**src/rtl/nes_pad_reader.sv**
```systemverilog
// NES/SNES-style controller reader: latches the pad, clocks out 8 serial bits
// and publishes them active-high on oButtons with a one-cycle oValid strobe.
module nes_pad_reader #(
    parameter int unsigned HALF_CYCLES = 300,
    parameter int unsigned POLL_CYCLES = 833333
) (
    input  logic       iCLK,
    input  logic       iRST_N,
    input  logic       iEnable,
    input  logic       iStart,
    input  logic       iDATA,
    output logic       oLATCH,
    output logic       oPCLK,
    output logic [7:0] oButtons,
    output logic       oValid,
    output logic       oBusy
);

    localparam int unsigned PW = (POLL_CYCLES > 2) ? $clog2(POLL_CYCLES) : 1;
    localparam logic [15:0]   HALF_LAST = 16'(HALF_CYCLES - 1);
    localparam logic [PW-1:0] POLL_LAST = PW'(POLL_CYCLES - 1);

    typedef enum logic [2:0] {
        S_IDLE,
        S_LATCH,
        S_BIT_LOW,
        S_BIT_HIGH,
        S_DONE
    } state_t;

    state_t        state_q;
    logic [15:0]   presc_q;
    logic [15:0]   presc_d;
    logic [PW-1:0] poll_q;
    logic [PW-1:0] poll_d;
    logic          sync1_q;
    logic          sync2_q;
    logic          lat_half_q;
    logic [2:0]    bit_idx_q;
    logic [7:0]    shift_q;
    logic          latch_q;
    logic          pclk_q;
    logic          busy_q;
    logic          valid_q;
    logic [7:0]    buttons_q;

    logic tick;
    logic poll_wrap;
    logic start_req;

    assign tick = (presc_q == HALF_LAST) &&
                  ((state_q == S_LATCH) || (state_q == S_BIT_LOW) || (state_q == S_BIT_HIGH));
    assign poll_wrap = iEnable && (poll_q == POLL_LAST);
    assign start_req = iStart || poll_wrap;

    always_comb begin
        presc_d = presc_q + 16'd1;
        if ((state_q == S_IDLE) || (state_q == S_DONE) || tick) begin
            presc_d = '0;
        end
    end

    always_comb begin
        poll_d = poll_q + 1'b1;
        if (!iEnable || poll_wrap) begin
            poll_d = '0;
        end
    end

    // Pad data is asynchronous; only sync2_q is ever sampled.
    always_ff @(posedge iCLK or negedge iRST_N) begin
        if (!iRST_N) begin
            sync1_q <= 1'b1;
            sync2_q <= 1'b1;
            poll_q  <= '0;
        end else begin
            sync1_q <= iDATA;
            sync2_q <= sync1_q;
            poll_q  <= poll_d;
        end
    end

    always_ff @(posedge iCLK or negedge iRST_N) begin
        if (!iRST_N) begin
            state_q    <= S_IDLE;
            presc_q    <= '0;
            lat_half_q <= 1'b0;
            bit_idx_q  <= '0;
            shift_q    <= '0;
            latch_q    <= 1'b0;
            pclk_q     <= 1'b0;
            busy_q     <= 1'b0;
            valid_q    <= 1'b0;
            buttons_q  <= '0;
        end else begin
            valid_q <= 1'b0;
            presc_q <= presc_d;
            case (state_q)
                S_IDLE: begin
                    if (start_req) begin
                        state_q    <= S_LATCH;
                        latch_q    <= 1'b1;
                        busy_q     <= 1'b1;
                        bit_idx_q  <= '0;
                        lat_half_q <= 1'b0;
                    end
                end
                // Latch spans two prescaler periods.
                S_LATCH: begin
                    if (tick) begin
                        if (lat_half_q) begin
                            state_q <= S_BIT_LOW;
                            latch_q <= 1'b0;
                        end else begin
                            lat_half_q <= 1'b1;
                        end
                    end
                end
                S_BIT_LOW: begin
                    if (tick) begin
                        shift_q[bit_idx_q] <= sync2_q;
                        if (bit_idx_q == 3'd7) begin
                            state_q <= S_DONE;
                        end else begin
                            state_q <= S_BIT_HIGH;
                            pclk_q  <= 1'b1;
                        end
                    end
                end
                S_BIT_HIGH: begin
                    if (tick) begin
                        bit_idx_q <= bit_idx_q + 3'd1;
                        pclk_q    <= 1'b0;
                        state_q   <= S_BIT_LOW;
                    end
                end
                S_DONE: begin
                    buttons_q <= ~shift_q;
                    valid_q   <= 1'b1;
                    busy_q    <= 1'b0;
                    state_q   <= S_IDLE;
                end
                default: begin
                    state_q <= S_IDLE;
                end
            endcase
        end
    end

    assign oLATCH   = latch_q;
    assign oPCLK    = pclk_q;
    assign oButtons = buttons_q;
    assign oValid   = valid_q;
    assign oBusy    = busy_q;

endmodule

```
**config.mk**
```make
export PLATFORM = sky130hd
export DESIGN_NAME = nes_pad_reader
export DESIGN_NICKNAME = d
export VERILOG_FILES = /design/src/rtl/nes_pad_reader.sv
export SDC_FILE = /design/constraint.sdc
export NUM_CORES = 1
export LEC_CHECK = 0
export BUFFER_PORTS_ARGS = -buffer_cell sky130_fd_sc_hd__buf_2
export CORE_UTILIZATION = 25
export DETAILED_ROUTE_END_ITERATION = 8
export PLACE_DENSITY = 0.44
export SKIP_CTS_REPAIR_TIMING = 1
export SYNTH_ARGS = -nofsm -noshare
export SYNTH_HDL_FRONTEND = slang
export SYNTH_SLANG_ARGS = --single-unit
```
**constraint.sdc**
```tcl
create_clock -name iCLK -period 2.55 [get_ports iCLK]
set_input_delay 0.3825 -clock iCLK [delete_from_list [all_inputs] [get_ports iCLK]]
set_output_delay 0.3825 -clock iCLK [all_outputs]
set_load 0.1 [all_outputs]
```
==> After elaboration in Yosys (flattened, before gate mapping) <==
Cells that the tools add are included.
{ "word_totals": {"mem_count": 0, "ff_bits": 65, "mem_bits_ro": 0, "out_inout_bits": 12, "mem_bits_rw": 0, "latch_bits": 0} }
{ "op_classes": {"n_div": 0, "n_eq_ne": 13, "reduce_logical": 22, "multipliers": 0, "shift": 0, "bitwise": 1, "order_cmp": 2, "n_mux": 28, "add_sub_neg": 3} }
{ "op_table": {"columns": ["cell", "n"], "rows": [
  ["$mux 3", 8],
  ["$add 20x1->20 const B", 1],
  ["$eq 20x20->1 const B", 1],
  ["$mux 20", 1],
  ["$add 16x1->16 const B", 1],
  ["$eq 16x9->1 const B", 1],
  ["$mux 16", 1],
  ["$ne 2x2->1 const B", 6],
  ["$pmux 3 s4", 1],
  ["$mux 1", 10],
  ["$bwmux 8", 1],
  ["$not 8->8", 1],
  ["$pmux 1 s2", 4],
  ["$reduce_and 4->1", 2],
  ["$reduce_bool 2->1", 4],
  ["$eq 3x2->1 const B", 2],
  ["$eq 3x3->1 const B", 2],
  ["$logic_or 1x1->1", 6],
  ["$pmux 3 s2", 1],
  ["$reduce_and 3->1", 2],
  ["$reduce_and 5->1", 1],
  ["$lt 3x4->1 const B", 1],
  ["$reduce_and 2->1", 2],
  ["$add 3x1->3 const B", 1],
  ["other kinds (6)", 8]
]} }

==> Depth between registers and ports, before layout <==
{ "depth": {"word_depth": 6, "ltp_mapped": 7, "ltp_nobuf": 6} }

==> Least setup slack after synthesis <==
OpenSTA, ideal clock, no wires.
{ "synth_path": {"kind": "register to register", "start": "reg presc_q[2]", "end": "reg shift_q[3]", "arrival_ns": 2.186, "t_required_ns": 2.422, "setup_slack_ns": 0.236, "path_buffers": 1, "stages_incl_launch_ff": 6, "cell_sequence": "dfrtp_1 > or4b_4 > or4_1 > buf_6 > nor4_2 > mux2_1"} }
{ "synth_between": {"elab_chain_cells": 3} }
{ "synth_lines": {"columns": ["element", "line_no", "text"], "rows": [
  ["start: declaration", "32", "logic [15:0] presc_q;"],
  ["start signal: assignment", "97", "presc_q <= presc_d;"],
  ["$eq 16x9->1", "51", "assign tick = (presc_q == HALF_LAST) &&"],
  ["$logic_and 1x1->1", "51", null],
  ["$reduce_and 2->1 (no source line)", null, null],
  ["end signal: indexed assignment", "121", "shift_q[bit_idx_q] <= sync2_q;"],
  ["end: declaration", "40", "logic [7:0] shift_q;"]
]} }
Every way passes these cells.
A chain may end at the register's enable or synchronous reset.

==> Final worst setup path <==
{ "layout_path": {"start": "reg presc_q[9]", "end": "reg shift_q[7]"} }
The elaborated chain is that of the path after synthesis.

==> run_results.csv <==
group,metric,value,unit
placement,io_buffers,16,
global_routing,grt_max_degree,66,
clock_tree,h-tree-depth,3,
final_layout,fillCellCount,1285,
detailed_routing,wl_per_cell,12.6,um
global_routing,grt_pass1_wl,11.3,mm
timing,drv_slew,0,
timing,grt_setup_unrepaired,"false",
timing,layout_setup_ws,0.153,ns
logic_synthesis,syn-num-nets,312,
timing,hold_ws,0.0566,ns
timing,finalSetupViolCount,0,
floorplanning,die_x,115,um
logic_synthesis,synth_seq_cells,65,
detailed_routing,firstDrtPassIters,4,
final_layout,final_cell_mix,"63 x dfrtp_1, 32 x nor2_1, 24 x nand2_1, 20 x o21ai_0, 16 x buf_2",
critical_path,critPathKind,"reg -> reg",
flow_run,drv_cap,0,
floorplanning,rows,40,
critical_path,worst_setup_path_end_kind,"register",
logic_synthesis,synth_cell_types,51,
global_routing,grt.total_usage,11.1,%
clock_tree,cts_buffer_depth,2,
clock_tree,clkTransAtPathRegs,0.05,ns
detailed_routing,via_per_inst,4.52,
timing,finalHoldViolations,0,
min_path,hp-class,"in -> async",
timing,fmax,417,MHz
floorplanning,start_util,26.1,%
critical_path,slowest_stage,"or4_1",
clock_tree,worstSkewPairLatency,0.33,ns
logic_synthesis,synth.avg_cell_area,10.6,sq um
logic_synthesis,ys_async_sr_fraction,100,%
run_status,status,"finished clean",
timing,period_share,94.0,%
placement,hpwlAfterDp,4.31,mm
critical_path,crit_path_max_incr_delay,0.58,ns
detailed_routing,drt-initial-drc-count,100,
clock_tree,clock-sinks,65,
global_routing,grt_pass1_vias,2349,
logic_synthesis,seq_area_frac_synth,51.1,%
final_layout,area_growth,21.1,%
placement,dpl_cell_area,0.00350,sq mm
final_layout,fin_nets,342,
logic_synthesis,synth_warnings,0,
logic_synthesis,synth_enable_flop_cells,0,
power,powerDensity,727,mW/mm^2
critical_path,worst_path_most_repeated_cell,"or4_1",
placement,gp_congestion,0.732,
logic_synthesis,synth.cell_area,0.00319,sq mm
critical_path,critPathLaunchType,"register",
floorplanning,dieArea,0.0132,sq mm
detailed_routing,drc,0,
critical_path,worstPathCellList,"or4_1 -> or4_1 -> buf_4 -> nor4_4 -> mux2_1",
detailed_routing,vias,2284,
timing,fin_crit,2.40,ns
logic_synthesis,synthCells,302,
power,p_leak,1.63,nW
critical_path,r2r_setup_slack,0.15,ns
timing,finClkSkew,0.00769,ns
final_layout,diodes,0,
final_layout,drive_above_1_share,19.0,%
floorplanning,pin_count,17,
critical_path,cp_max_fo,8,
critical_path,critPathRequiredTime,2.76,ns
detailed_routing,final_antenna_net_count,0,
floorplanning,die_h,115,um
final_layout,stdcell_area,0.00386,sq mm
floorplanning,core-area,0.0122,sq mm
logic_synthesis,ys.flop_type,"dfrtp_1",
placement,pre_cts_ws,0.141,ns
critical_path,critPathArrivalTime,2.61,ns
global_routing,antenna_found_initial,1,
global_routing,gr-total-overflow,0,
clock_tree,cts_root_buffer,"clkbuf_16",
timing,setup_tns,0,ns
power,ir_drop,0.328,mV
clock_tree,cts_tree,"yes",
timing,worst_pin_slew,0.591,ns
timing,maxSlewHeadroom,60.6,%
final_layout,final_common_cell,"dfrtp_1",
clock_tree,cts_buffers,9,
detailed_routing,wl,6.37,mm
[registers in the layout, indices dropped and copies added (netlist names)]
| name | flops |
|---|---|
| oButtons | 8 |
| bit_idx_q | 3 |
| state_q | 3 |
| poll_q | 20 |
| oValid | 1 |
| shift_q | 8 |
| oLATCH | 1 |
| sync1_q | 1 |
| lat_half_q | 1 |
| oBusy | 1 |
| sync2_q | 1 |
| oPCLK | 1 |
| presc_q | 16 |
[metal layers]
layer | global-route usage [%] | up-vias | wire length [um]
li1 | - | 1146 | -
met1 | 14.0 | 1097 | 3190
met2 | 17.0 | 29 | 2800
met3 | 3.80 | 12 | 244
met4 | 5.02 | 0 | 144
met5 | 0 | - | 0
[synth_stat cells, types with 3 or more instances]
master    count  area share (%)
dfrtp_1      63              49
nor2_1       32             3.8
nand2_1      24             2.8
o21ai_0      20             3.1
xor2_1       14             3.8
nand3_1      12             1.9
nand4_1      11             2.2
inv_1        10             1.2
a21oi_1       9             1.4
or3_1         8             1.6
or4_1         8             1.9
xnor2_1       8             2.2
mux2_1        6             2.1
clkbuf_1      5            0.59
ha_1          5             2.0
nor3_1        5            0.79
nor4_2        5             2.0
and4_1        4             1.1
nor4_1        4            0.79
and2_1        3            0.59
mux2_2        3             1.1
nand2b_1      3            0.59
[final cells by class]
class	count	area, sq um	area share (%)
flip-flops and latches	65	1630	42.2
multi-input cells	215	1420	36.7
clock buffers	11	233	6.03
well taps	168	210	5.45
repair buffers	31	205	5.32
clock inverters	5	128	3.31
inverters	10	37.5	0.972
[metrics by stage]
stage,instances,util (%),total power [mW]
after detailed placement,489,28.7,1.33
after global placement,489,28.7,1.33
final,505,31.6,2.81
after floorplan,302,-,1.23
after global routing,505,31.6,2.93
after CTS,505,31.6,2.86
[kinds of logic (layout without fill, tap and decap cells)]
kind of cell	count (synthesis)	after routing	synth area share, %
AND/OR/NAND/NOR	132	132	24.3
flip-flops	65	65	51.1
AO/OA/AOI/OAI	46	46	8.68
adder cells (fa/ha/maj)	5	5	1.96
buffers and inverters	22	57	4.40
XOR/XNOR	22	22	6.05
multiplexers	10	10	3.49
[final timing paths]
| kind | end | from | cells after the start |
|---|---|---|---|
| worst max-delay path | shift_q[7]$_DFFE_PN0P_ | presc_q[9]$_DFF_PN0_ | 5 |
| min in group iCLK | sync1_q$_DFF_PN1_ | iDATA | 1 |
| worst min-delay path | oButtons[3]$_DFFE_PN0P_ | iRST_N | 2 |
| max in group asynchronous | sync1_q$_DFF_PN1_ | iRST_N | 2 |
| worst min register to register | sync2_q$_DFF_PN1_ | sync1_q$_DFF_PN1_ | 0 |
| worst max register to register | shift_q[7]$_DFFE_PN0P_ | presc_q[9]$_DFF_PN0_ | 5 |
[worst max-delay path, delay by kind of cell (launching register included)]
family	cells	cell delay (ns)
AND/OR/NAND/NOR	3	1.33
flip-flops	1	0.41
multiplexers	1	0.34
buffers and inverters	1	0.20
[where the power goes]
group | internal [mW] | switching (mW) | leakage (nW)
Clock | 1.05 | 0.442 | 0.170
Combinational | 0.0861 | 0.134 | 0.576
Sequential | 1.06 | 0.0252 | 0.886
(Power assumes the default switching activity.)
